===== src/rtl/axil_pkg.sv =====
// Shared AXI4-Lite definitions: response codes, default PROT and the master FSM states.
package axil_pkg;

    localparam logic [1:0] RESP_OKAY   = 2'b00;
    localparam logic [1:0] RESP_EXOKAY = 2'b01;
    localparam logic [1:0] RESP_SLVERR = 2'b10;
    localparam logic [1:0] RESP_DECERR = 2'b11;

    localparam logic [2:0] PROT_DEFAULT = 3'b000;

    typedef enum logic [2:0] {
        ST_IDLE,
        ST_WR_REQ,
        ST_WR_RESP,
        ST_RD_REQ,
        ST_RD_RESP,
        ST_DONE
    } state_t;

    // Anything other than OKAY, EXOKAY included, is reported to the requester as an error.
    function automatic logic resp_is_err(input logic [1:0] resp);
        return resp != RESP_OKAY;
    endfunction

endpackage


===== src/rtl/axil_watchdog.sv =====
// Transaction watchdog: counts cycles while run is high, flags when the count reaches TIMEOUT_CYCLES.
// Latency: expired is combinational from the count; count clears one cycle after run drops.
// Backpressure: none, free-running while run is high and saturating at the limit.
module axil_watchdog #(
    parameter int TIMEOUT_CYCLES = 1023
) (
    input  logic aclk,
    input  logic aresetn,
    input  logic run,
    output logic expired
);

    localparam int CNT_W = $clog2(TIMEOUT_CYCLES + 1);
    localparam logic [CNT_W-1:0] LIMIT = CNT_W'(TIMEOUT_CYCLES);

    logic [CNT_W-1:0] cnt;

    always_ff @(posedge aclk or negedge aresetn) begin
        if (!aresetn) begin
            cnt <= '0;
        end else if (!run) begin
            cnt <= '0;
        end else if (cnt != LIMIT) begin
            cnt <= cnt + 1'b1;
        end
    end

    assign expired = run && (cnt == LIMIT);

endmodule


===== src/rtl/axil_lite_master.sv =====
// Native valid/ready memory port to AXI4-Lite master bridge, one transaction in flight.
// Latency: mem_ready pulses one cycle after the B/R handshake (3 cycles with a zero-wait slave).
// Backpressure: mem_valid is held until mem_ready; AXI VALIDs hold until handshake.
// Optional watchdog abort enabled by defining AXIL_MASTER_TIMEOUT_EN.
module axil_lite_master
    import axil_pkg::*;
#(
    parameter int TIMEOUT_CYCLES = 1023
) (
    input  logic        aclk,
    input  logic        aresetn,

    input  logic        mem_valid,
    input  logic [31:0] mem_addr,
    input  logic [31:0] mem_wdata,
    input  logic [3:0]  mem_wstrb,
    output logic        mem_ready,
    output logic [31:0] mem_rdata,
    output logic        mem_err,

    output logic [31:0] M_AWADDR,
    output logic [2:0]  M_AWPROT,
    output logic        M_AWVALID,
    input  logic        M_AWREADY,
    output logic [31:0] M_WDATA,
    output logic [3:0]  M_WSTRB,
    output logic        M_WVALID,
    input  logic        M_WREADY,
    input  logic [1:0]  M_BRESP,
    input  logic        M_BVALID,
    output logic        M_BREADY,
    output logic [31:0] M_ARADDR,
    output logic [2:0]  M_ARPROT,
    output logic        M_ARVALID,
    input  logic        M_ARREADY,
    input  logic [31:0] M_RDATA,
    input  logic [1:0]  M_RRESP,
    input  logic        M_RVALID,
    output logic        M_RREADY
);

    state_t state;
    logic   expired;
    logic   aw_done;
    logic   w_done;

    assign M_AWPROT = PROT_DEFAULT;
    assign M_ARPROT = PROT_DEFAULT;

    // A channel counts as done once its VALID has dropped or is being accepted this cycle.
    assign aw_done = !M_AWVALID || M_AWREADY;
    assign w_done  = !M_WVALID  || M_WREADY;

`ifdef AXIL_MASTER_TIMEOUT_EN
    logic busy;
    assign busy = (state == ST_WR_REQ) || (state == ST_WR_RESP) ||
                  (state == ST_RD_REQ) || (state == ST_RD_RESP);

    axil_watchdog #(
        .TIMEOUT_CYCLES(TIMEOUT_CYCLES)
    ) u_watchdog (
        .aclk    (aclk),
        .aresetn (aresetn),
        .run     (busy),
        .expired (expired)
    );
`else
    logic timeout_unused;
    assign timeout_unused = (TIMEOUT_CYCLES == 0);
    assign expired        = 1'b0;
`endif

    always_ff @(posedge aclk or negedge aresetn) begin
        if (!aresetn) begin
            state     <= ST_IDLE;
            mem_ready <= 1'b0;
            mem_rdata <= '0;
            mem_err   <= 1'b0;
            M_AWADDR  <= '0;
            M_AWVALID <= 1'b0;
            M_WDATA   <= '0;
            M_WSTRB   <= '0;
            M_WVALID  <= 1'b0;
            M_BREADY  <= 1'b0;
            M_ARADDR  <= '0;
            M_ARVALID <= 1'b0;
            M_RREADY  <= 1'b0;
        end else begin
            case (state)
                ST_IDLE: begin
                    if (mem_valid) begin
                        if (mem_wstrb != 4'b0000) begin
                            M_AWADDR  <= mem_addr;
                            M_WDATA   <= mem_wdata;
                            M_WSTRB   <= mem_wstrb;
                            M_AWVALID <= 1'b1;
                            M_WVALID  <= 1'b1;
                            state     <= ST_WR_REQ;
                        end else begin
                            M_ARADDR  <= mem_addr;
                            M_ARVALID <= 1'b1;
                            state     <= ST_RD_REQ;
                        end
                    end
                end
                ST_WR_REQ: begin
                    if (M_AWVALID && M_AWREADY) M_AWVALID <= 1'b0;
                    if (M_WVALID && M_WREADY)   M_WVALID  <= 1'b0;
                    if (aw_done && w_done) begin
                        M_BREADY <= 1'b1;
                        state    <= ST_WR_RESP;
                    end else if (expired) begin
                        M_AWVALID <= 1'b0;
                        M_WVALID  <= 1'b0;
                        mem_err   <= 1'b1;
                        mem_rdata <= '0;
                        mem_ready <= 1'b1;
                        state     <= ST_DONE;
                    end
                end
                ST_WR_RESP: begin
                    if (M_BVALID) begin
                        M_BREADY  <= 1'b0;
                        mem_err   <= resp_is_err(M_BRESP);
                        mem_rdata <= '0;
                        mem_ready <= 1'b1;
                        state     <= ST_DONE;
                    end else if (expired) begin
                        M_BREADY  <= 1'b0;
                        mem_err   <= 1'b1;
                        mem_rdata <= '0;
                        mem_ready <= 1'b1;
                        state     <= ST_DONE;
                    end
                end
                ST_RD_REQ: begin
                    if (M_ARREADY) begin
                        M_ARVALID <= 1'b0;
                        M_RREADY  <= 1'b1;
                        state     <= ST_RD_RESP;
                    end else if (expired) begin
                        M_ARVALID <= 1'b0;
                        mem_err   <= 1'b1;
                        mem_rdata <= '0;
                        mem_ready <= 1'b1;
                        state     <= ST_DONE;
                    end
                end
                ST_RD_RESP: begin
                    // Read data is forwarded even on an error response.
                    if (M_RVALID) begin
                        M_RREADY  <= 1'b0;
                        mem_rdata <= M_RDATA;
                        mem_err   <= resp_is_err(M_RRESP);
                        mem_ready <= 1'b1;
                        state     <= ST_DONE;
                    end else if (expired) begin
                        M_RREADY  <= 1'b0;
                        mem_err   <= 1'b1;
                        mem_rdata <= '0;
                        mem_ready <= 1'b1;
                        state     <= ST_DONE;
                    end
                end
                ST_DONE: begin
                    mem_ready <= 1'b0;
                    mem_err   <= 1'b0;
                    mem_rdata <= '0;
                    state     <= ST_IDLE;
                end
                default: state <= ST_IDLE;
            endcase
        end
    end

endmodule


===== config.mk =====
export PLATFORM = sky130hd
export DESIGN_NAME = axil_lite_master
export DESIGN_NICKNAME = d
export VERILOG_FILES = /design/src/rtl/axil_pkg.sv /design/src/rtl/axil_watchdog.sv /design/src/rtl/axil_lite_master.sv
export SDC_FILE = /design/constraint.sdc
export NUM_CORES = 1
export LEC_CHECK = 0
export CORE_MARGIN = 2
export CORE_UTILIZATION = 45
export DETAILED_ROUTE_END_ITERATION = 8
export GPL_ROUTABILITY_DRIVEN = 1
export PLACE_DENSITY = 0.95
export SETUP_SLACK_MARGIN = 0.3
export SLEW_MARGIN = 20
export SYNTH_ARGS = -nofsm -noshare
export SYNTH_HDL_FRONTEND = slang
export SYNTH_SLANG_ARGS = --single-unit
export TNS_END_PERCENT = 5

===== constraint.sdc =====
create_clock -name aclk -period 3.5 [get_ports aclk]
set_clock_uncertainty 0.1 [all_clocks]
set_input_delay 1.05 -clock aclk [delete_from_list [all_inputs] [get_ports aclk]]
set_output_delay 1.05 -clock aclk [all_outputs]
set_load 0.01 [all_outputs]

* Word-level counts from Yosys, hierarchy flattened
Index checks and enable logic that the tools add are counted.
Operators by class: $mul 0, equal/unequal tests 14, bitwise logic cells 1, reduce and logical (&&, ||, !) cells 25, div/mod/pow operators 0, $lt $le $gt $ge 0, mux-type cells 32, shift-type cells 0, add/subtract/negate cells 0
Operators by type and width (number):
- 32-bit one-hot mux with 3 select lines | 1
- 32-bit two-way mux | 2
- 2-bit inequality test, second input constant | 9
- 1-bit two-way mux | 15
- 3-bit two-way mux | 5
- 3-bit one-hot mux with 5 select lines | 1
- 3-bit AND reduction | 5
- 4-bit AND reduction | 3
- 2-bit nonzero test | 6
- 1-bit one-hot mux with 2 select lines | 5
- 3-bit by 2-bit == test with 1-bit output, second input constant | 2
- 3-bit == test, second input constant | 2
- 1-bit one-hot mux with 3 select lines | 2
- 5-bit AND reduction | 1
- 4-bit nonzero test | 1
- 3-bit by 1-bit == test with 1-bit output, second input constant | 1
- 1-bit logical AND | 3
- 3-bit zero test | 1
- 3-bit nonzero test | 1
- 1-bit zero test | 2
- 1-bit logical OR | 2
- 2-bit two-way mux | 1
- 1-bit inverter | 1
Storage, ports and cells: ROM bits 0, latch bits 0, flip-flop bits (word level) 142, bits in writable memories 0, bits of input ports 112, memories kept 0, logic and storage cells 85

* Logic depth before layout (Yosys ltp)
Gate-level depths: netlist of run 1.
word-level depth 5, mapped depth 6, mapped depth without buffers 3

* Least setup slack after synthesis of run 1
Ideal clock, no wire load.
kind input to register, start input mem_wstrb[1], end register M_WDATA[0], setup time 125 ps, setup slack 992 ps, arrival 2283 ps, data required time 3275 ps, stages 5, buffers on the path 2, path through or4_4 nand2_2 buf_6 buf_12 mux2_4
Between the ends: longest elaborated chain between the ends 2
Ends and longest elaborated chain:
- start, declared | RTL line axil_lite_master.sv:16 | input logic [3:0] mem_wstrb,
- 4-bit nonzero test | RTL line axil_lite_master.sv:92 | if (mem_wstrb != 4'b0000) begin
- 3-bit AND reduction (no line)
- end signal, assigned | RTL line axil_lite_master.sv:94 | M_WDATA <= mem_wdata;
- end, declared | RTL line axil_lite_master.sv:25 | output logic [31:0] M_WDATA,
No other way between the ends. A chain may end at the register's enable or synchronous reset.

* Worst setup path after layout of run 1
start input mem_wstrb[1], end register M_AWADDR[17]
Between the ends: longest elaborated chain between the ends 2
Ends and longest elaborated chain:
- 4-bit nonzero test | RTL line axil_lite_master.sv:92
- 3-bit AND reduction (no line)
- end signal, assigned | RTL line axil_lite_master.sv:93 | M_AWADDR <= mem_addr;
- end, declared | RTL line axil_lite_master.sv:21 | output logic [31:0] M_AWADDR,
No other way between the ends.

==> metrics.yaml, run 1 <==
outcome:
  status: "finished clean"
floorplan:
  io_pins: 257
  die_w_um: 119
  core_area_um2: 12700
  dieArea_um2: 14100
  die_h_um: 119
  initial_core_util: 0.465
  fp-row-count: 41
worst_setup_path:
  cp_data_arrival_time_ns: 2.90
  cp-end-kind: "register"
  rrSetupSlack_ns: 1.28
  crit_type: "input port to register"
  crit_fanout: 38
  start_kind: "input port"
  crit_chain: "clkdlybuf4s50_1 -> or4_4 -> nand2_4 -> buf_12 -> mux2_2"
  max_stage_delay_ns: 0.59
  crit_slowest_cell: "or4_4"
  path_buf_inv: 2
  critical_path_required_ns: 3.69
  crit_family: "simple AND/OR/NAND/NOR gates"
cts:
  clk_latency_ns: 0.41
  clockBufferDepth: 2
  cts_root_buffer: "clkbuf_16"
  cts_tree: "done"
  cts.sinks: 142
  cts_hold_buffers: 0
  cts_resized: 0
  numCtsBuffers: 17
  clk_pin_slew_worst_paths_ns: 0.06
  htreeDepth: 4
  post_cts_buffers: 0
global_routing:
  grt_pass1_vias: 4535
  grt_max_degree: 67
  grt_antenna_before_repair: 0
  grtUsageTotal: 0.222
  grt_pass1_wl_mm: 24.2
  grt_overflow: 0
power_and_ir_drop:
  comb_power_share: 0.443
  p_total_mw: 8.01
  pwr-share-clk: 0.197
  sequentialPowerShare: 0.360
  switchingPower_mw: 2.48
  powerDensity_nw_per_um2: 882
  p_int_mw: 5.53
  p_leak_nw: 3.90
  vdd_ir_drop_max_mv: 0.481
  sw_frac_of_total: 0.310
sta:
  worst_pin_slew_ns: 0.645
  rsz0062_at_grt: "no"
  setup_viol: 0
  fin_setup_tns_ns: 0
  fmaxAchievable_mhz: 369
  finalCritPeriodShare: 0.775
  finalMaxSlewViolations: 0
  final.min_clock_period_ns: 2.71
  max_slew_margin: 0.570
  report.final.hold_viol_count: 0
layout:
  layout-drive-gt1-share: 0.213
  nets: 787
  syn_to_final_growth_pct: 53.6
  n_antenna_cell: 0
placed_design:
  gp_congestion: 0.811
  place.detailed.hpwl_mm: 11.3
  portBuffers: 250
route:
  wl_per_cell_um: 17.8
  via_count: 4150
  avgViaCountPerCell: 4.84
  first_pass_iters: 4
  wirelength_mm: 15.3
  drc: 0
  ant_nets: 0
  drt_iter0_drc: 248
yosys:
  synth_area_leader_cell: "dfrtp_1"
  synth_edf_count: 0
  syn_avg_cell_area_um2: 14.1
  synth_area_leaders: "dfrtp_1, mux2_2, mux2i_1, mux2_4, inv_1"
  synth_cell_type_count: 34
  async_flop_share: 1.00
  synth_top_area_frac: 0.601
  synth_seq_area_share: 0.601
  syn_area_um2: 5910
  synth_cells: 420
  ys.flop_type: "dfrtp_1"
  ys_ff_latch: 142
  yosysMostFrequentCell: "dfrtp_1"
  synth-warning-count: 0
  synth_commonest_cells: "dfrtp_1, mux2_2, inv_1"
run:
  drv_cap: 0
hold_path:
  hp-class: "register to register"
-- state kept, by name, indices dropped and copies added, names as in the netlist, 3 cells and up --
signal,flops
M_ARADDR,32
M_AWADDR,32
M_WDATA,32
M_WSTRB,4
mem_rdata,32
state,3
-- per-stage QoR --
step	hold slack (ns)	setup WS [ns]	cell area, um2	std cells	util
after floorplan	0.429	0.992	5930	425	-
after global placement	0.385	0.413	8560	828	0.673
after detailed placement	0.391	0.373	8560	828	0.673
after CTS	0.403	0.804	9080	858	0.714
after global routing	0.420	0.715	9080	858	0.714
final	0.400	0.789	9080	858	0.714
-- cells in the final DEF (no fill, tap or decap), types with 2 or more instances in the layout --
cell type | Yosys | layout
clkdlybuf4s50_1 | 0 | 249
dfrtp_1 | 142 | 142
mux2_2 | 81 | 81
inv_1 | 38 | 38
nand2_1 | 35 | 35
mux2i_1 | 32 | 32
mux2_4 | 20 | 20
clkbuf_16 | 0 | 17
nor2_1 | 6 | 6
conb_1 | 1 | 6
nand2b_1 | 5 | 5
a31oi_1 | 5 | 5
clkinv_2 | 0 | 5
buf_12 | 2 | 5
o21ai_0 | 4 | 4
a21oi_1 | 3 | 3
o2bb2ai_1 | 3 | 3
clkbuf_8 | 0 | 3
clkbuf_1 | 2 | 3
buf_4 | 10 | 3
nor2b_1 | 2 | 2
clkinvlp_4 | 0 | 2
-- per-layer routing --
layer | wire length (um) | track usage | vias to the layer above | share of wire
li1 | - | - | 1917 | -
met1 | 5640 | 0.239 | 2027 | 0.37
met2 | 8180 | 0.400 | 175 | 0.54
met3 | 1090 | 0.0748 | 31 | 0.072
met4 | 358 | 0.0863 | 0 | 0.023
met5 | 0 | 0 | - | 0
-- logic make-up after synthesis --
group	after synthesis	share of synthesized area
other	1	0.000634
DFF	142	0.601
AOI/OAI and AO/OA	22	0.0265
buffers and inverters	65	0.0644
and+or+nand+nor	57	0.0481
muxes	133	0.259
-- final timing paths --
path                                          start                         to  cells after the start
max                                    mem_wstrb[1]   M_AWADDR[17]$_DFFE_PN0P_                      5
min                        M_ARADDR[28]$_DFFE_PN0P_   M_ARADDR[28]$_DFFE_PN0P_                      1
max reg2reg                    state[1]$_DFFE_PN0P_  mem_rdata[11]$_DFFE_PN0P_                      4
min reg2reg                M_ARADDR[28]$_DFFE_PN0P_   M_ARADDR[28]$_DFFE_PN0P_                      1
max in group asynchronous                   aresetn    M_AWADDR[6]$_DFFE_PN0P_                      2
min in group asynchronous                   aresetn    M_WDATA[14]$_DFFE_PN0P_                      1
-- power groups by stage --
stage	Clock, mW	Sequential (mW)	Combinational, mW
global route	1.69	2.98	3.73
finish	1.58	2.88	3.55
global placement	0	2.83	3.44
detailed placement	0	2.89	3.56
CTS	1.61	2.89	3.59
floorplan	0	3.12	1.37
-- final cells by class --
class                      instances  area [um2]
clock buffer                      23         478
clock inverter                     7        40.0
fill                             878        3640
inverter                          38         143
multi-input combinational        218        2030
sequential                       142        3550
tap                              172         215
timing repair buffer             258        2630
(Power assumes the default switching activity.)
==> run 2, diff against run 1 <==
Settings changed: CORE_UTILIZATION 45 to 38, PLACE_DENSITY 0.95 to 0.86.
Clock period 3.5 ns to 2.2 ns, I/O delays scaled along.
==> metrics.yaml, run 2 (synthesized netlist as in run 1, its figures left out) <==
outcome:
  status: "finished clean"  # unchanged
power_and_ir_drop:
  vdd_ir_drop_max_mv: 0.693  # was 0.481 mV
  p_total_mw: 13.4  # was 8.01 mW
  powerDensity_nw_per_um2: 1400  # was 882 nW/um2
  p_leak_nw: 4.28  # was 3.90 nW
layout:
  stdcell_count: 904  # was 858
  final_cell_mix: "clkdlybuf4s50_1, dfrtp_1, mux2_2"  # unchanged
  final_util: 0.633  # was 0.714
  fin_area_um2: 9630  # was 9080 um2
  n_antenna_cell: 0  # unchanged
  layout-drive-gt1-share: 0.253  # was 0.213
  nets: 815  # was 787
  syn_to_final_growth_pct: 62.9  # was 53.6%
  layout_commonest_cell: "clkdlybuf4s50_1"  # unchanged
  fill_cells: 1130  # was 878
floorplan:
  die_w_um: 129  # was 119 um
  dieArea_um2: 16600  # was 14100 um2
  fp-row-count: 45  # was 41
  core_area_um2: 15200  # was 12700 um2
  die_h_um: 129  # was 119 um
  initial_core_util: 0.389  # was 0.465
  io_pins: 257  # unchanged
placed_design:
  gp_congestion: 0.821  # was 0.811
  place_area_um2: 8690  # was 8560 um2
  place.detailed.hpwl_mm: 10.9  # was 11.3 mm
  portBuffers: 250  # unchanged
  dp_slack_ns: -0.445  # was 0.373 ns
  dp.cells: 855  # was 828
global_routing:
  grt_max_degree: 46  # was 67
  grt_antenna_before_repair: 0  # unchanged
  grtUsageTotal: 0.193  # was 0.222
  grt_pass1_wl_mm: 24.5  # was 24.2 mm
  grt_overflow: 0  # unchanged
  grt_pass1_vias: 4661  # was 4535
sta:
  rsz0062_at_grt: "yes"  # was no
  setup_viol: 0  # unchanged
  fmaxAchievable_mhz: 477
  worst_slack_ns: 0.104  # was 0.789 ns
  final.min_clock_period_ns: 2.10
  report.final.hold_viol_count: 0  # unchanged
  finalMaxSlewViolations: 0  # unchanged
  finalCritPeriodShare: 0.953
hold_path:
  hp-class: "input port to async pin"  # was register to register
cts:
  cts_hold_buffers: 0  # unchanged
  cts.sinks: 142  # unchanged
  htreeDepth: 4  # unchanged
  clk_latency_ns: 0.41  # about the same
  cts_root_buffer: "clkbuf_16"  # unchanged
  cts_tree: "done"  # unchanged
  clockBufferDepth: 2  # unchanged
  numCtsBuffers: 17  # unchanged
  clk_pin_slew_worst_paths_ns: 0.07  # was 0.06 ns
worst_setup_path:
  path_buf_inv: 1  # was 2
  crit_slowest_cell: "clkdlybuf4s50_1"  # was or4_4
  max_stage_delay_ns: 0.55  # was 0.59 ns
  critical_path_required_ns: 1.44  # was 3.69 ns
  cp-end-kind: "output port"  # was register
  r2r.worst_path.cells: 7  # was 4
  rrSetupSlack_ns: 0.24  # was 1.28 ns
  cp_data_arrival_time_ns: 1.34  # was 2.90 ns
  crit_chain: "clkdlybuf4s50_1"  # was clkdlybuf4s50_1 -> or4_4 -> nand2_4 -> buf_12 -> mux2_2
  crit_start: "M_WSTRB[3]$_DFFE_PN0P_"  # was mem_wstrb[1]
  crit_family: "buffers and inverters"  # was simple AND/OR/NAND/NOR gates
  start_kind: "register"  # was input port
  r2r_start: "state[2]$_DFFE_PN0P_"  # was state[1]$_DFFE_PN0P_
  crit_type: "register to output port"  # was input port to register
  crit_fanout: 2  # was 38
  r2r-end: "M_AWADDR[2]$_DFFE_PN0P_"  # was mem_rdata[11]$_DFFE_PN0P_
run:
  drv_cap: 0  # unchanged
route:
  avgViaCountPerCell: 4.79  # was 4.84
  via_count: 4327  # was 4150
  first_pass_iters: 4  # unchanged
  ant_nets: 0  # unchanged
  wl_per_cell_um: 17.5  # was 17.8 um
  drc: 0  # unchanged
  drt_iter0_drc: 131  # was 248
  wirelength_mm: 15.9  # was 15.3 mm
run 2: cell count changes in the layout (fill, tap and decap cells not counted), sizes merged, moves of 2 or more:
| cell | previous run | this run |
|---|---|---|
| inv | 38 | 40 |
| dlygate4sd2 | 0 | 4 |
| clkbuf | 23 | 21 |
| dlymetal6s2s | 0 | 11 |
| clkdlybuf4s50 | 249 | 230 |
| buf | 9 | 39 |
run 2: area by class of cell:
cell class / instances / area (um2) / share of cell area
inverters: 38 / 143 / 0.0148
well taps: 188 / 235 / 0.0244
repair buffers: 286 / 3080 / 0.320
clock inverters: 11 / 110 / 0.0114
clock buffers: 21 / 450 / 0.0468
multi-input cells: 218 / 2050 / 0.213
flip-flops and latches: 142 / 3560 / 0.369
run 2: worst max path at each step:
stage | end | depth (start not counted) | slack, ns
CTS | M_BREADY | 1 | 0.07
global placement | M_AWADDR[14]$_DFFE_PN0P_ | 5 | -0.39
finish | M_WSTRB[3] | 1 | 0.10
detailed placement | M_AWADDR[3]$_DFFE_PN0P_ | 5 | -0.44
floorplan | M_WDATA[0]$_DFFE_PN0P_ | 5 | 0.10
global route | M_AWADDR[8] | 1 | 0.06
run 2: through the flow:
step	setup TNS, ns	hold WS [ns]
6_report	0	0.0475
5_1_grt	0	0.0541
4_1_cts	0	0.0490
3_5_place_dp	-41.08	0.391
3_3_place_gp	-35.93	0.388
2_1_floorplan	0	0.264
run 2: where the power goes:
| part | switching, mW | internal [mW] | leakage, nW | total (mW) |
|---|---|---|---|---|
| combinational | 2.32 | 3.90 | 2.24 | 6.22 |
| clock | 1.12 | 1.60 | 0.264 | 2.72 |
| sequential | 0.703 | 3.80 | 1.78 | 4.51 |
run 2: per-layer routing:
layer,GRT usage,share of wire,up-vias
met5,0,0,-
met4,0.0697,0.024,0
met3,0.0649,0.078,30
met2,0.336,0.51,191
met1,0.221,0.39,2135
li1,-,-,1971
run 2: worst register-to-register path: cells and delay by family (launching register included):
family / cells / cell delay, ns
DFF: 1 / 0.46
buffers and inverters: 4 / 0.68
and+or+nand+nor: 2 / 0.36
muxes: 1 / 0.26
run 2: repair_timing:
item                                    4_1_cts  5_1_grt
endpoints found under the setup margin      242      224
endpoints found under the hold margin         0        0
pin swaps                                     3        0
buffers inserted                             10        0
resized for setup                            33       11
gates cloned                                  7        0
